### src/rtl/casex_prio_skid.sv
// Registered priority encoder of {src1[0],src2[0],src3[0]} behind a 2-entry skid buffer.
// Optional per-code saturating hit counters are built when CASEX_PRIO_STATS_EN is defined.
module casex_prio_skid #(
  parameter int size = 1,
  parameter int CNTW = 8
) (
  input  logic              clk,
  input  logic              reset,
  input  logic              in_valid,
  output logic              in_ready,
  input  logic [size-1:0]   src1,
  input  logic [size-1:0]   src2,
  input  logic [size-1:0]   src3,
  output logic              out_valid,
  input  logic              out_ready,
  output logic [size-1:0]   out_code,
  output logic [2:0]        out_lsbs,
  input  logic              clr_stats,
  output logic [4*CNTW-1:0] hits
);

  typedef enum logic [1:0] {EMPTY, ONE, FULL} state_t;

  state_t      state;
  logic [2:0]  lsbs_in;
  logic [1:0]  code_in;
  logic [2:0]  head_lsbs_p0, skid_lsbs_p0;
  logic [1:0]  head_code_p0, skid_code_p0;
  logic        accept, pop;
  logic        unused_bits;

  function automatic logic [1:0] prio_code(input logic [2:0] l);
    logic [1:0] c;
    casez (l)
      3'b1??:  c = 2'd0;
      3'b01?:  c = 2'd1;
      3'b001:  c = 2'd2;
      3'b000:  c = 2'd3;
      default: c = 2'd3;
    endcase
    return c;
  endfunction

  function automatic logic [CNTW-1:0] sat_inc(input logic [CNTW-1:0] v);
    return (v == {CNTW{1'b1}}) ? v : v + CNTW'(1);
  endfunction

  assign lsbs_in     = {src1[0], src2[0], src3[0]};
  assign code_in     = prio_code(lsbs_in);
  assign unused_bits = ^{src1, src2, src3, clr_stats};

  assign in_ready  = (state != FULL) && !reset;
  assign out_valid = (state != EMPTY);
  assign accept    = in_valid & in_ready;
  assign pop       = out_valid & out_ready;
  assign out_lsbs  = head_lsbs_p0;
  assign out_code  = size'(head_code_p0);

  // p0: head/skid registers; the skid slot only holds data while FULL
  always_ff @(posedge clk) begin
    if (reset) begin
      state        <= EMPTY;
      head_lsbs_p0 <= '0;
      head_code_p0 <= '0;
    end else begin
      case (state)
        EMPTY: if (accept) begin
          head_lsbs_p0 <= lsbs_in;
          head_code_p0 <= code_in;
          state        <= ONE;
        end
        ONE: begin
          if (accept && pop) begin
            head_lsbs_p0 <= lsbs_in;
            head_code_p0 <= code_in;
          end else if (accept) begin
            skid_lsbs_p0 <= lsbs_in;
            skid_code_p0 <= code_in;
            state        <= FULL;
          end else if (pop) begin
            state <= EMPTY;
          end
        end
        FULL: if (pop) begin
          head_lsbs_p0 <= skid_lsbs_p0;
          head_code_p0 <= skid_code_p0;
          state        <= ONE;
        end
        default: state <= EMPTY;
      endcase
    end
  end

`ifdef CASEX_PRIO_STATS_EN
  logic [CNTW-1:0] hit_p0 [4];

  // Clear dominates a coincident pop, so that pop goes uncounted
  always_ff @(posedge clk) begin
    if (reset || clr_stats) begin
      for (int i = 0; i < 4; i++) hit_p0[i] <= '0;
    end else if (pop) begin
      hit_p0[head_code_p0] <= sat_inc(hit_p0[head_code_p0]);
    end
  end

  assign hits = {hit_p0[3], hit_p0[2], hit_p0[1], hit_p0[0]};
`else
  assign hits = '0;
`endif

endmodule
### config.mk
export PLATFORM = sky130hd
export DESIGN_NAME = casex_prio_skid
export DESIGN_NICKNAME = d
export VERILOG_FILES = /design/src/rtl/casex_prio_skid.sv
export SDC_FILE = /design/constraint.sdc
export NUM_CORES = 1
export LEC_CHECK = 0
export ABC_AREA = 1
export BUFFER_PORTS_ARGS = -buffer_cell sky130_fd_sc_hd__buf_4
export CAP_MARGIN = 20
export CORE_MARGIN = 4
export CORE_UTILIZATION = 31
export CTS_BUF_LIST = sky130_fd_sc_hd__clkbuf_8
export CTS_CLUSTER_SIZE = 28
export DETAILED_ROUTE_END_ITERATION = 10
export GPL_TIMING_DRIVEN = 0
export PLACE_DENSITY = 0.64
export SETUP_SLACK_MARGIN = 0.3
export SYNTH_ARGS = -nofsm -noshare
export SYNTH_HDL_FRONTEND = slang
export SYNTH_SLANG_ARGS = --single-unit
### constraint.sdc
create_clock -name clk -period 1.1 [get_ports clk]
set_input_delay 0.055 -clock clk [delete_from_list [all_inputs] [get_ports clk]]
set_output_delay 0.055 -clock clk [all_outputs]
set_load 0.01 [all_outputs]
==> Implementation_results.wiki, run 1 <==
{| class="wikitable"
! Metric !! Value
|-
| Combined area of all synthesized cells || 751 sq um
|-
| Total power per unit cell area || 1070 mW/mm^2
|-
| Pre-CTS setup slack || -19.9 ps
|-
| Fraction of power consumed by sequential logic || 35.4%
|-
| Final setup violation count || 4
|-
| Synth top cells by count || sky130_fd_sc_hd__buf_4 (32), sky130_fd_sc_hd__nand2_1 (15), sky130_fd_sc_hd__nor2_1 (10)
|-
| Final clock skew || 3.95 ps
|-
| FF+latch count, synth || 10
|-
| Die Outline Area || 0.00327 sq mm
|-
| Count of final hold-check violations || 0
|-
| Number of inserted filler cells in the final layout || 223
|-
| CTS buffer count || 3
|-
| Number of enable flip-flop cells after synthesis || 4
|-
| Via count of the first global-routing pass || 555
|-
| Combinational Power Share || 32.9%
|-
| Cell types occupying the most area after synthesis || sky130_fd_sc_hd__buf_4 (32%), sky130_fd_sc_hd__dfxtp_1 (16%), sky130_fd_sc_hd__edfxtp_1 (16%)
|-
| Worst-skew pair later-pin latency || 240 ps
|-
| Worst vdd ir || 0.803 mV
|-
| Class of the tightest hold or removal check || in2reg
|-
| Antenna Nets Post-Route || 0
|-
| Number of I/O pins || 46
|-
| Shortest clock period the worst path allows after layout || 1150 ps
|-
| Count of synthesis-stage warnings from yosys || 0
|-
| Total power after layout || 1220 uW
|-
| Number of antenna violations at the first check in global routing || 0
|-
| Count of buffers from port buffering || 12
|-
| Global route overflow || 0
|-
| Library cells used by synthesis || 17
|-
| Total leakage power || 0.000649 uW
|-
| Max Transition Viols Final || 0
|-
| CTS tree || done
|-
| Asr flop ratio synth || 0%
|-
| Starting Density || 33.3%
|-
| Sequential-to-total area share from yosys stat || 32.0%
|-
| Leading cell type by number of instances after synthesis || sky130_fd_sc_hd__buf_4
|-
| Multi-input gate area in the final layout || 395 sq um
|-
| Clk root buf || sky130_fd_sc_hd__clkbuf_8
|-
| DRT iter0 DRCs || 3
|-
| # Max-Cap Violations || 0
|-
| Antenna diode count || 0
|-
| Final net count || 161
|-
| RSZ-0062 raised after global routing || true
|-
| Upper clock frequency limit || 870 MHz
|-
| Internal power consumption || 855 uW
|-
| Maximum root-to-sink buffer count || 2
|-
| Clock tree sinks || 10
|-
| Wire length per cell after detailed routing || 8.37 microns
|-
| Layout cells sized above 1 || 49.3%
|-
| Critical path startpoint category || flop
|-
| Net switching share of the total power || 30.2%
|-
| Final worst path period share || 104%
|-
| # H-tree levels || 1
|-
| Height of the die || 57.2 microns
|-
| Setup slack after layout || -49.4 ps
|-
| Number of rows in the core area || 17
|-
| Run status || complete, but fails checks
|-
| GRT Overall Usage || 9.10%
|-
| Post-DP HPWL || 1.21 mm
|-
| Dominant cell type by area after synthesis || sky130_fd_sc_hd__buf_4
|-
| DRC violations left || 0
|-
| Routability congestion estimate || 0.687
|-
| Primary FF master, synth || sky130_fd_sc_hd__dfxtp_1
|-
| Share of power burned in the clock network || 31.7%
|-
| Final routed wirelength across all metal layers || 1.51 mm
|-
| Mean area per synthesized cell || 7.51 sq um
|-
| Net switching power || 370 uW
|-
| Arrival time worst endpoint || 1080 ps
|-
| Core area || 0.00225 sq mm
|-
| Setup CP Type || reg2reg
|-
| Vias || 645
|-
| Combined flip-flop and latch cell area || 245 sq um
|-
| Vias per Instance || 3.58
|-
| Die outline width || 57.2 microns
|-
| CP required || 1030 ps
|-
| Clk slew on worst S/H paths || 50 ps
|-
| First-pass GRT wire length || 2.29 mm
|-
| Count of TritonRoute iterations in the first routing pass || 3
|-
| Area fraction of the dominant cell type after synthesis || 32.0%
|-
| Violations in the final reports || negative setup slack
|-
| Instance count of the mapped netlist || 100
|-
| Crit-path max FO || 5
|-
| Kind of end point of the critical path || flop
|-
| Area Growth Syn to Fin || 52.2%
|-
| Pin count of the biggest net entering global routing || 10
|}
worst paths after layout:
| path | start | endpoint | slack (ps) | depth (start not counted) |
|---|---|---|---|---|
| setup reg to reg | state[1] | skid_lsbs_p0[0] | -50 | 4 |
| hold reg to reg | out_lsbs[1] | out_lsbs[1] | 540 | 4 |
| setup / recovery | state[1] | skid_lsbs_p0[0] | -50 | 4 |
| hold / removal | src2 | skid_lsbs_p0[1] | 10 | 1 |
cells by family after synthesis:
group | Yosys count | synth area share, %
AND/OR/NAND/NOR | 37 | 23.3
other | 1 | 0.500
AO/OA/AOI/OAI | 8 | 6.17
buffers and inverters | 44 | 38.0
flip-flops | 10 | 32.0
registers in the layout (all words and copies together), names as in the netlist:
name / flops
state: 2
skid_lsbs_p0: 3
head_code_p0: 1
skid_code_p0: 1
out_lsbs: 3
power by group through the flow:
stage	clock network [uW]	logic (uW)	registers, uW
floorplan	0	254	452
global placement	0	350	442
detailed placement	0	353	444
CTS	402	384	434
global route	428	443	437
finish	388	402	434
layout by cell type (no fill, tap or decap), types with 3 or more instances in the layout:
cell	count
sky130_fd_sc_hd__a21oi_2	6
sky130_fd_sc_hd__buf_4	47
sky130_fd_sc_hd__clkbuf_8	3
sky130_fd_sc_hd__conb_1	32
sky130_fd_sc_hd__dfxtp_1	4
sky130_fd_sc_hd__edfxtp_1	4
sky130_fd_sc_hd__inv_1	7
sky130_fd_sc_hd__inv_2	5
sky130_fd_sc_hd__nand2_1	15
sky130_fd_sc_hd__nand2_4	3
sky130_fd_sc_hd__nand3_1	4
sky130_fd_sc_hd__nand3_2	3
sky130_fd_sc_hd__nor2_1	8
metal layers:
metal,GRT usage (%),vias up,share of wire (%)
met2,17.1,29,52
li1,-,353,-
met1,8.45,261,36
met4,4.97,0,1.1
met3,3.17,2,11
met5,0,-,0
cell type report:
class                           count  area share [%]
Sequential cell                    10            21.5
Inverter                           12            4.16
Multi-Input combinational cell     77            34.6
Timing Repair Buffer               17            11.7
Clock inverter                      1           0.329
Tap cell                           28            3.07
Clock buffer                        3            3.61
Buffer                             32            21.0
per-stage QoR:
stage / TNS (ps) / util (%) / hold slack, ps / instance area [sq um] / std cells
2_1_floorplan: 0 / - / 117 / 880 / 131
3_5_place_dp: -79.6 / 44.6 / 244 / 1000 / 171
4_1_cts: -107 / 48.9 / 0.756 / 1100 / 177
5_1_grt: -548 / 50.7 / 3.30 / 1140 / 180
6_report: -185 / 50.7 / 12.7 / 1140 / 180
3_3_place_gp: 0 / 44.6 / 243 / 1000 / 171
worst max-delay path, cell delays in order (launching register included):
cell,delay [ps]
sky130_fd_sc_hd__dfxtp_4,360
sky130_fd_sc_hd__inv_2,50
sky130_fd_sc_hd__nand4_1,120
sky130_fd_sc_hd__buf_4,180
sky130_fd_sc_hd__nor2_4,140
what timing repair did:
item                       4_1_cts  5_1_grt
setup endpoints to repair       12       12
pin swaps                        3        0
hold buffers                     0        1
gates resized for setup         12        3
buffers inserted                 2        2
hold endpoints to repair         0        1
Note: power is estimated with default switching activity, not from simulation.
==> run 2: changes to the inputs <==
- RECOVER_POWER: not set -> 50
==> run 2 against run 1 <==
Routed wire length is 0.46% higher. Final cell count stayed put. Hold slack better by 14 ps. Combinational power is 2% lower. Clock skew is 1.6 ps higher. Register-to-register slack hardly changed. Maximum frequency is 0.35% lower. Non-clock buffer count stayed put. Critical path depth stayed put. Flip-flop and latch count stayed put. Final area is 0.99% lower. The flow still finishes with violations (negative setup slack). Global-route usage stayed put.
==> Implementation_results.wiki, run 2 (same netlist as run 1, synthesis figures left out) <==
{| class="wikitable"
! Metric !! Value
|-
| Final setup violation count || 4
|-
| Total leakage power || 0.000637 uW
|-
| Combinational Power Share || 32.5%
|-
| Number of inserted filler cells in the final layout || 226
|-
| Max Transition Viols Final || 0
|-
| Maximum root-to-sink buffer count || 2
|-
| # H-tree levels || 1
|-
| Antenna diode count || 0
|-
| Clk root buf || sky130_fd_sc_hd__clkbuf_8
|-
| Arrival time worst endpoint || 1090 ps
|-
| Most frequent standard cell in the layout excluding fill and tap cells || sky130_fd_sc_hd__buf_4
|-
| Shortest clock period the worst path allows after layout || 1150 ps
|-
| # Max-Cap Violations || 0
|-
| Wire length per cell after detailed routing || 8.41 microns
|-
| Non-filler cells in the finished layout || 180
|-
| DRC violations left || 0
|-
| Number of antenna violations at the first check in global routing || 0
|-
| Number of rows in the core area || 17
|-
| Violations in the final reports || negative setup slack
|-
| Total power per unit cell area || 1080 mW/mm^2
|-
| Via count of the first global-routing pass || 555
|-
| DRT iter0 DRCs || 3
|-
| Vias per Instance || 3.58
|-
| Count of final hold-check violations || 0
|-
| Kind of end point of the critical path || flop
|-
| Final worst path period share || 105%
|-
| Worst vdd ir || 0.809 mV
|-
| Setup TNS || -195 ps
|-
| Pin count of the biggest net entering global routing || 10
|-
| Share of power burned in the clock network || 31.9%
|-
| Number of I/O pins || 46
|-
| Global route overflow || 0
|-
| Count of buffers from port buffering || 12
|-
| Upper clock frequency limit || 867 MHz
|-
| Total power after layout || 1220 uW
|-
| Post-DP HPWL || 1.21 mm
|-
| Crit-path max FO || 5
|-
| Core area || 0.00225 sq mm
|-
| Fraction of power consumed by sequential logic || 35.6%
|-
| Setup slack after layout || -53.4 ps
|-
| CTS tree || done
|-
| Clock tree sinks || 10
|-
| Clk slew on worst S/H paths || 50 ps
|-
| Layout cells sized above 1 || 47.4%
|-
| Die Outline Area || 0.00327 sq mm
|-
| Worst-skew pair later-pin latency || 240 ps
|-
| Setup CP Type || reg2reg
|-
| Count of TritonRoute iterations in the first routing pass || 2
|-
| Class of the tightest hold or removal check || in2reg
|-
| Net switching share of the total power || 30.4%
|-
| Final net count || 161
|-
| Final clock skew || 5.54 ps
|-
| Most frequent cells in the layout || sky130_fd_sc_hd__buf_4 (43), sky130_fd_sc_hd__conb_1 (32), sky130_fd_sc_hd__nand2_1 (15)
|-
| RSZ-0062 raised after global routing || true
|-
| Critical path startpoint category || flop
|-
| Dpl cells || 171
|-
| Antenna Nets Post-Route || 0
|-
| Starting Density || 33.3%
|-
| Area Growth Syn to Fin || 50.7%
|-
| CTS buffer count || 3
|-
| First-pass GRT wire length || 2.29 mm
|-
| Vias || 645
|-
| CP required || 1030 ps
|-
| Height of the die || 57.2 microns
|-
| Routability congestion estimate || 0.687
|-
| GRT Overall Usage || 9.10%
|-
| Die outline width || 57.2 microns
|-
| Internal power consumption || 847 uW
|-
| Run status || complete, but fails checks
|-
| Final routed wirelength across all metal layers || 1.51 mm
|-
| Net switching power || 370 uW
|}
run 2: cell types whose count changed in the layout (fill, tap and decap cells not counted):
cell / before / now
sky130_fd_sc_hd__clkbuf_4: 0 / 1
sky130_fd_sc_hd__clkbuf_1: 0 / 3
sky130_fd_sc_hd__buf_4: 47 / 43
run 2: path summary, 6_finish.rpt:
path	startpoint	to	slack, ps	cells past startpoint
max	state[1]	skid_lsbs_p0[0]	-50	4
min	reset	state[0]	30	2
max reg2reg	state[1]	skid_lsbs_p0[0]	-50	4
min reg2reg	out_lsbs[1]	out_lsbs[1]	540	4
run 2: stage by stage:
step	cell area (sq um)	utilization, %	setup WS [ps]	hold WS [ps]
2_1_floorplan	880	-	109	117
3_5_place_dp	1000	44.6	-19.9	244
6_report	1130	50.2	-53.4	26.4
3_3_place_gp	1000	44.6	24.4	243
4_1_cts	1100	48.9	-22.7	0.756
5_1_grt	1130	50.2	-99.4	18.5
run 2: critical path, stage by stage, from the launching register on:
cell and delay (ps):
sky130_fd_sc_hd__dfxtp_4 360, sky130_fd_sc_hd__inv_2 50, sky130_fd_sc_hd__nand4_1 120, sky130_fd_sc_hd__buf_4 180, sky130_fd_sc_hd__nor2_4 140
run 2: layer usage:
metal	vias up	routed length [microns]	GRT usage (%)
met2	29	779	17.1
met3	2	161	3.17
li1	352	-	-
met1	262	555	8.45
met5	-	0	0
met4	0	17	4.97
run 2: power by group through the flow:
stage | Clock, uW | Sequential [uW] | Combinational, uW
4_1_cts | 402 | 434 | 384
3_5_place_dp | 0 | 444 | 353
3_3_place_gp | 0 | 442 | 350
2_1_floorplan | 0 | 452 | 254
6_report | 388 | 434 | 395
5_1_grt | 428 | 438 | 436
run 2: layout make-up:
class | count | area (sq um) | area share [%]
clock inverters | 1 | 3.75 | 0.332
multi-input cells | 77 | 395 | 35.0
clock buffers | 3 | 41.3 | 3.65
plain buffers | 32 | 240 | 21.2
inverters | 12 | 47.5 | 4.20
flip-flops and latches | 10 | 245 | 21.7
well taps | 28 | 35.0 | 3.10
repair buffers | 17 | 123 | 10.8
run 2: what timing repair did:
item / 4_1_cts / 5_1_grt
cloned: 0 / 0
hold buffers: 0 / 1
resized for setup: 12 / 3
setup buffers: 2 / 2
endpoints found under the setup margin: 12 / 12
hold endpoints to repair: 0 / 1
pin swaps: 3 / 0
==> run 3: changes to the inputs <==
- CELL_PAD_IN_SITES_DETAIL_PLACEMENT: not set -> 0
- CELL_PAD_IN_SITES_GLOBAL_PLACEMENT: not set -> 1
- CORE_UTILIZATION: 31 -> 26
- PLACE_DENSITY: 0.64 -> 0.77
==> run 3 against run 2 <==
Final cell count grew 1.7%. Clock power shrank 3%. Hold slack gained 4.7 ps. Die area grew 16%. Power grew 1.4%. Non-clock buffer count shrank 1. The run still ends with negative setup slack left. Maximum frequency grew 1.7%. Final area grew 1.8%. Register-to-register slack gained 20 ps. Sequential power is essentially flat. Count of clock-buffer cells in the layout is the same.
==> Implementation_results.wiki, run 3 (same netlist as run 1, synthesis figures left out) <==
{| class="wikitable"
! Metric !! Value
|-
| Run status || complete, but fails checks
|-
| Violations in the final reports || negative setup slack
|-
| Wire length per cell after detailed routing || 8.97 microns
|-
| Antenna Nets Post-Route || 0
|-
| Count of TritonRoute iterations in the first routing pass || 3
|-
| Setup slack after layout || -34.3 ps
|-
| Slowest stage cell on the critical path || sky130_fd_sc_hd__dfxtp_4
|-
| CTS tree || done
|-
| Layout cells sized above 1 || 48.0%
|-
| Clk root buf || sky130_fd_sc_hd__clkbuf_8
|-
| GRT Overall Usage || 9.19%
|-
| Internal reg-to-reg setup slack || -30 ps
|-
| Worst vdd ir || 0.769 mV
|-
| Upper clock frequency limit || 882 MHz
|-
| Final net count || 161
|-
| Routed met2 length || 830 microns
|-
| Arrival time worst endpoint || 1250 ps
|-
| Vias per Instance || 3.61
|-
| Clk slew on worst S/H paths || 50 ps
|-
| Worst Setup SP || state[1]
|-
| Final worst path period share || 103%
|-
| Count of final hold-check violations || 0
|-
| Number of antenna violations at the first check in global routing || 0
|-
| Launch instance of the worst register-to-register path || state[1]
|-
| Number of rows in the core area || 19
|-
| Ordered cell list for the critical path || buf_4 > a21oi_4 > nand2_4 > a21oi_2 > nor2_1
|-
| Die Outline Area || 0.00381 sq mm
|-
| Reg-to-Reg End || out_lsbs[2]
|-
| Height of the die || 61.7 microns
|-
| CP delay by family, top || flip-flops
|-
| Number of inserted filler cells in the final layout || 288
|-
| # H-tree levels || 1
|-
| Kind of end point of the critical path || flop
|-
| First-pass GRT wire length || 2.65 mm
|-
| Critical Path Stages || 5
|-
| Path depth of the worst reg2reg path || 5
|-
| Non-filler cells in the finished layout || 183
|-
| Clock tree sinks || 10
|-
| Post-DP HPWL || 1.26 mm
|-
| # Max-Cap Violations || 0
|-
| Core area || 0.00276 sq mm
|-
| Total leakage power || 0.000645 uW
|-
| Die outline width || 61.7 microns
|-
| Final clock skew || 6.59 ps
|-
| Dpl cells || 174
|-
| CTS buffer count || 3
|-
| Count of buffers from port buffering || 12
|-
| Most frequent cells in the layout || sky130_fd_sc_hd__buf_4 (43), sky130_fd_sc_hd__conb_1 (32), sky130_fd_sc_hd__nand2_1 (15)
|-
| Length of routed met3 wiring || 169 microns
|-
| Uppermost signal routing layer after detailed routing || met3
|-
| Longest individual stage delay on the worst path || 360 ps
|-
| Area Growth Syn to Fin || 53.3%
|-
| Routability congestion estimate || 0.723
|-
| Final routed wirelength across all metal layers || 1.64 mm
|-
| Detailed-route wire length on metal 1 || 643 microns
|-
| CP bufs+invs || 1
|-
| Vias || 661
|-
| Starting Density || 27.2%
|-
| Via count of the first global-routing pass || 620
|-
| RSZ-0062 raised after global routing || true
|-
| Number of I/O pins || 46
|-
| Max Transition Viols Final || 0
|-
| DRC violations left || 0
|-
| DRT iter0 DRCs || 18
|-
| End point of the critical path || out_lsbs[2]
|-
| Class of the tightest hold or removal check || in2reg
|-
| Maximum root-to-sink buffer count || 2
|-
| Shortest clock period the worst path allows after layout || 1130 ps
|-
| CP required || 1220 ps
|-
| Final core occ || 41.7%
|-
| Global route overflow || 0
|-
| Pin count of the biggest net entering global routing || 9
|-
| Worst-skew pair later-pin latency || 230 ps
|-
| Antenna diode count || 0
|-
| Final setup violation count || 4
|-
| Critical path startpoint category || flop
|-
| Crit-path max FO || 5
|-
| Most frequent standard cell in the layout excluding fill and tap cells || sky130_fd_sc_hd__buf_4
|-
| Setup CP Type || reg2reg
|-
| Total power per unit cell area || 1070 mW/mm^2
|-
| Hold buffers post-CTS || 0
|}
run 3: report_power, final:
| group | internal [uW] | total [uW] | switching, uW |
|---|---|---|---|
| clock | 243 | 377 | 134 |
| sequential | 416 | 434 | 18.6 |
| combinational | 195 | 423 | 228 |
| total | 854 | 1230 | 380 |
run 3: cell type report:
class	count	area [sq um]	share of cell area [%]
tap	31	38.8	3.37
sequential	10	245	21.3
clock inverter	1	3.75	0.326
inverter	12	50.0	4.35
clock buffer	3	41.3	3.59
buffer	32	240	20.9
multi-input combinational	78	419	36.4
timing repair buffer	16	113	9.78
run 3: what timing repair did:
item,CTS,global route
endpoints found under the setup margin,12,12
resized for setup,13,6
cloned,1,0
buffers inserted,3,1
pin swaps,4,8
run 3: per-stage QoR:
stage	area (sq um)	setup TNS (ps)	hold slack (ps)	total power, uW	setup slack, ps
final	1150	-111	31.1	1230	-34.3
after global routing	1150	-785	27.7	1320	-124
after CTS	1130	-68.9	3.79	1230	-14.3
after detailed placement	1010	-121	246	800	-29.0
after global placement	1010	0	244	791	21.5
after floorplan	880	0	117	706	109
run 3: how the worst min path moves through the flow:
stage | from | cells past startpoint | slack, ps | end
after floorplan | reset | 1 | 120 | state[0]
after global placement | src3 | 1 | 240 | skid_lsbs_p0[0]
after detailed placement | src3 | 1 | 250 | skid_lsbs_p0[0]
after CTS | src3 | 1 | 4 | skid_lsbs_p0[0]
after global routing | src3 | 1 | 30 | skid_lsbs_p0[0]
final | src3 | 1 | 30 | skid_lsbs_p0[0]
run 3: layer usage:
layer	track usage, %	up-vias
li1	-	352
met1	11.8	278
met2	14.8	31
met3	3.31	0
met4	2.12	0
met5	0	-
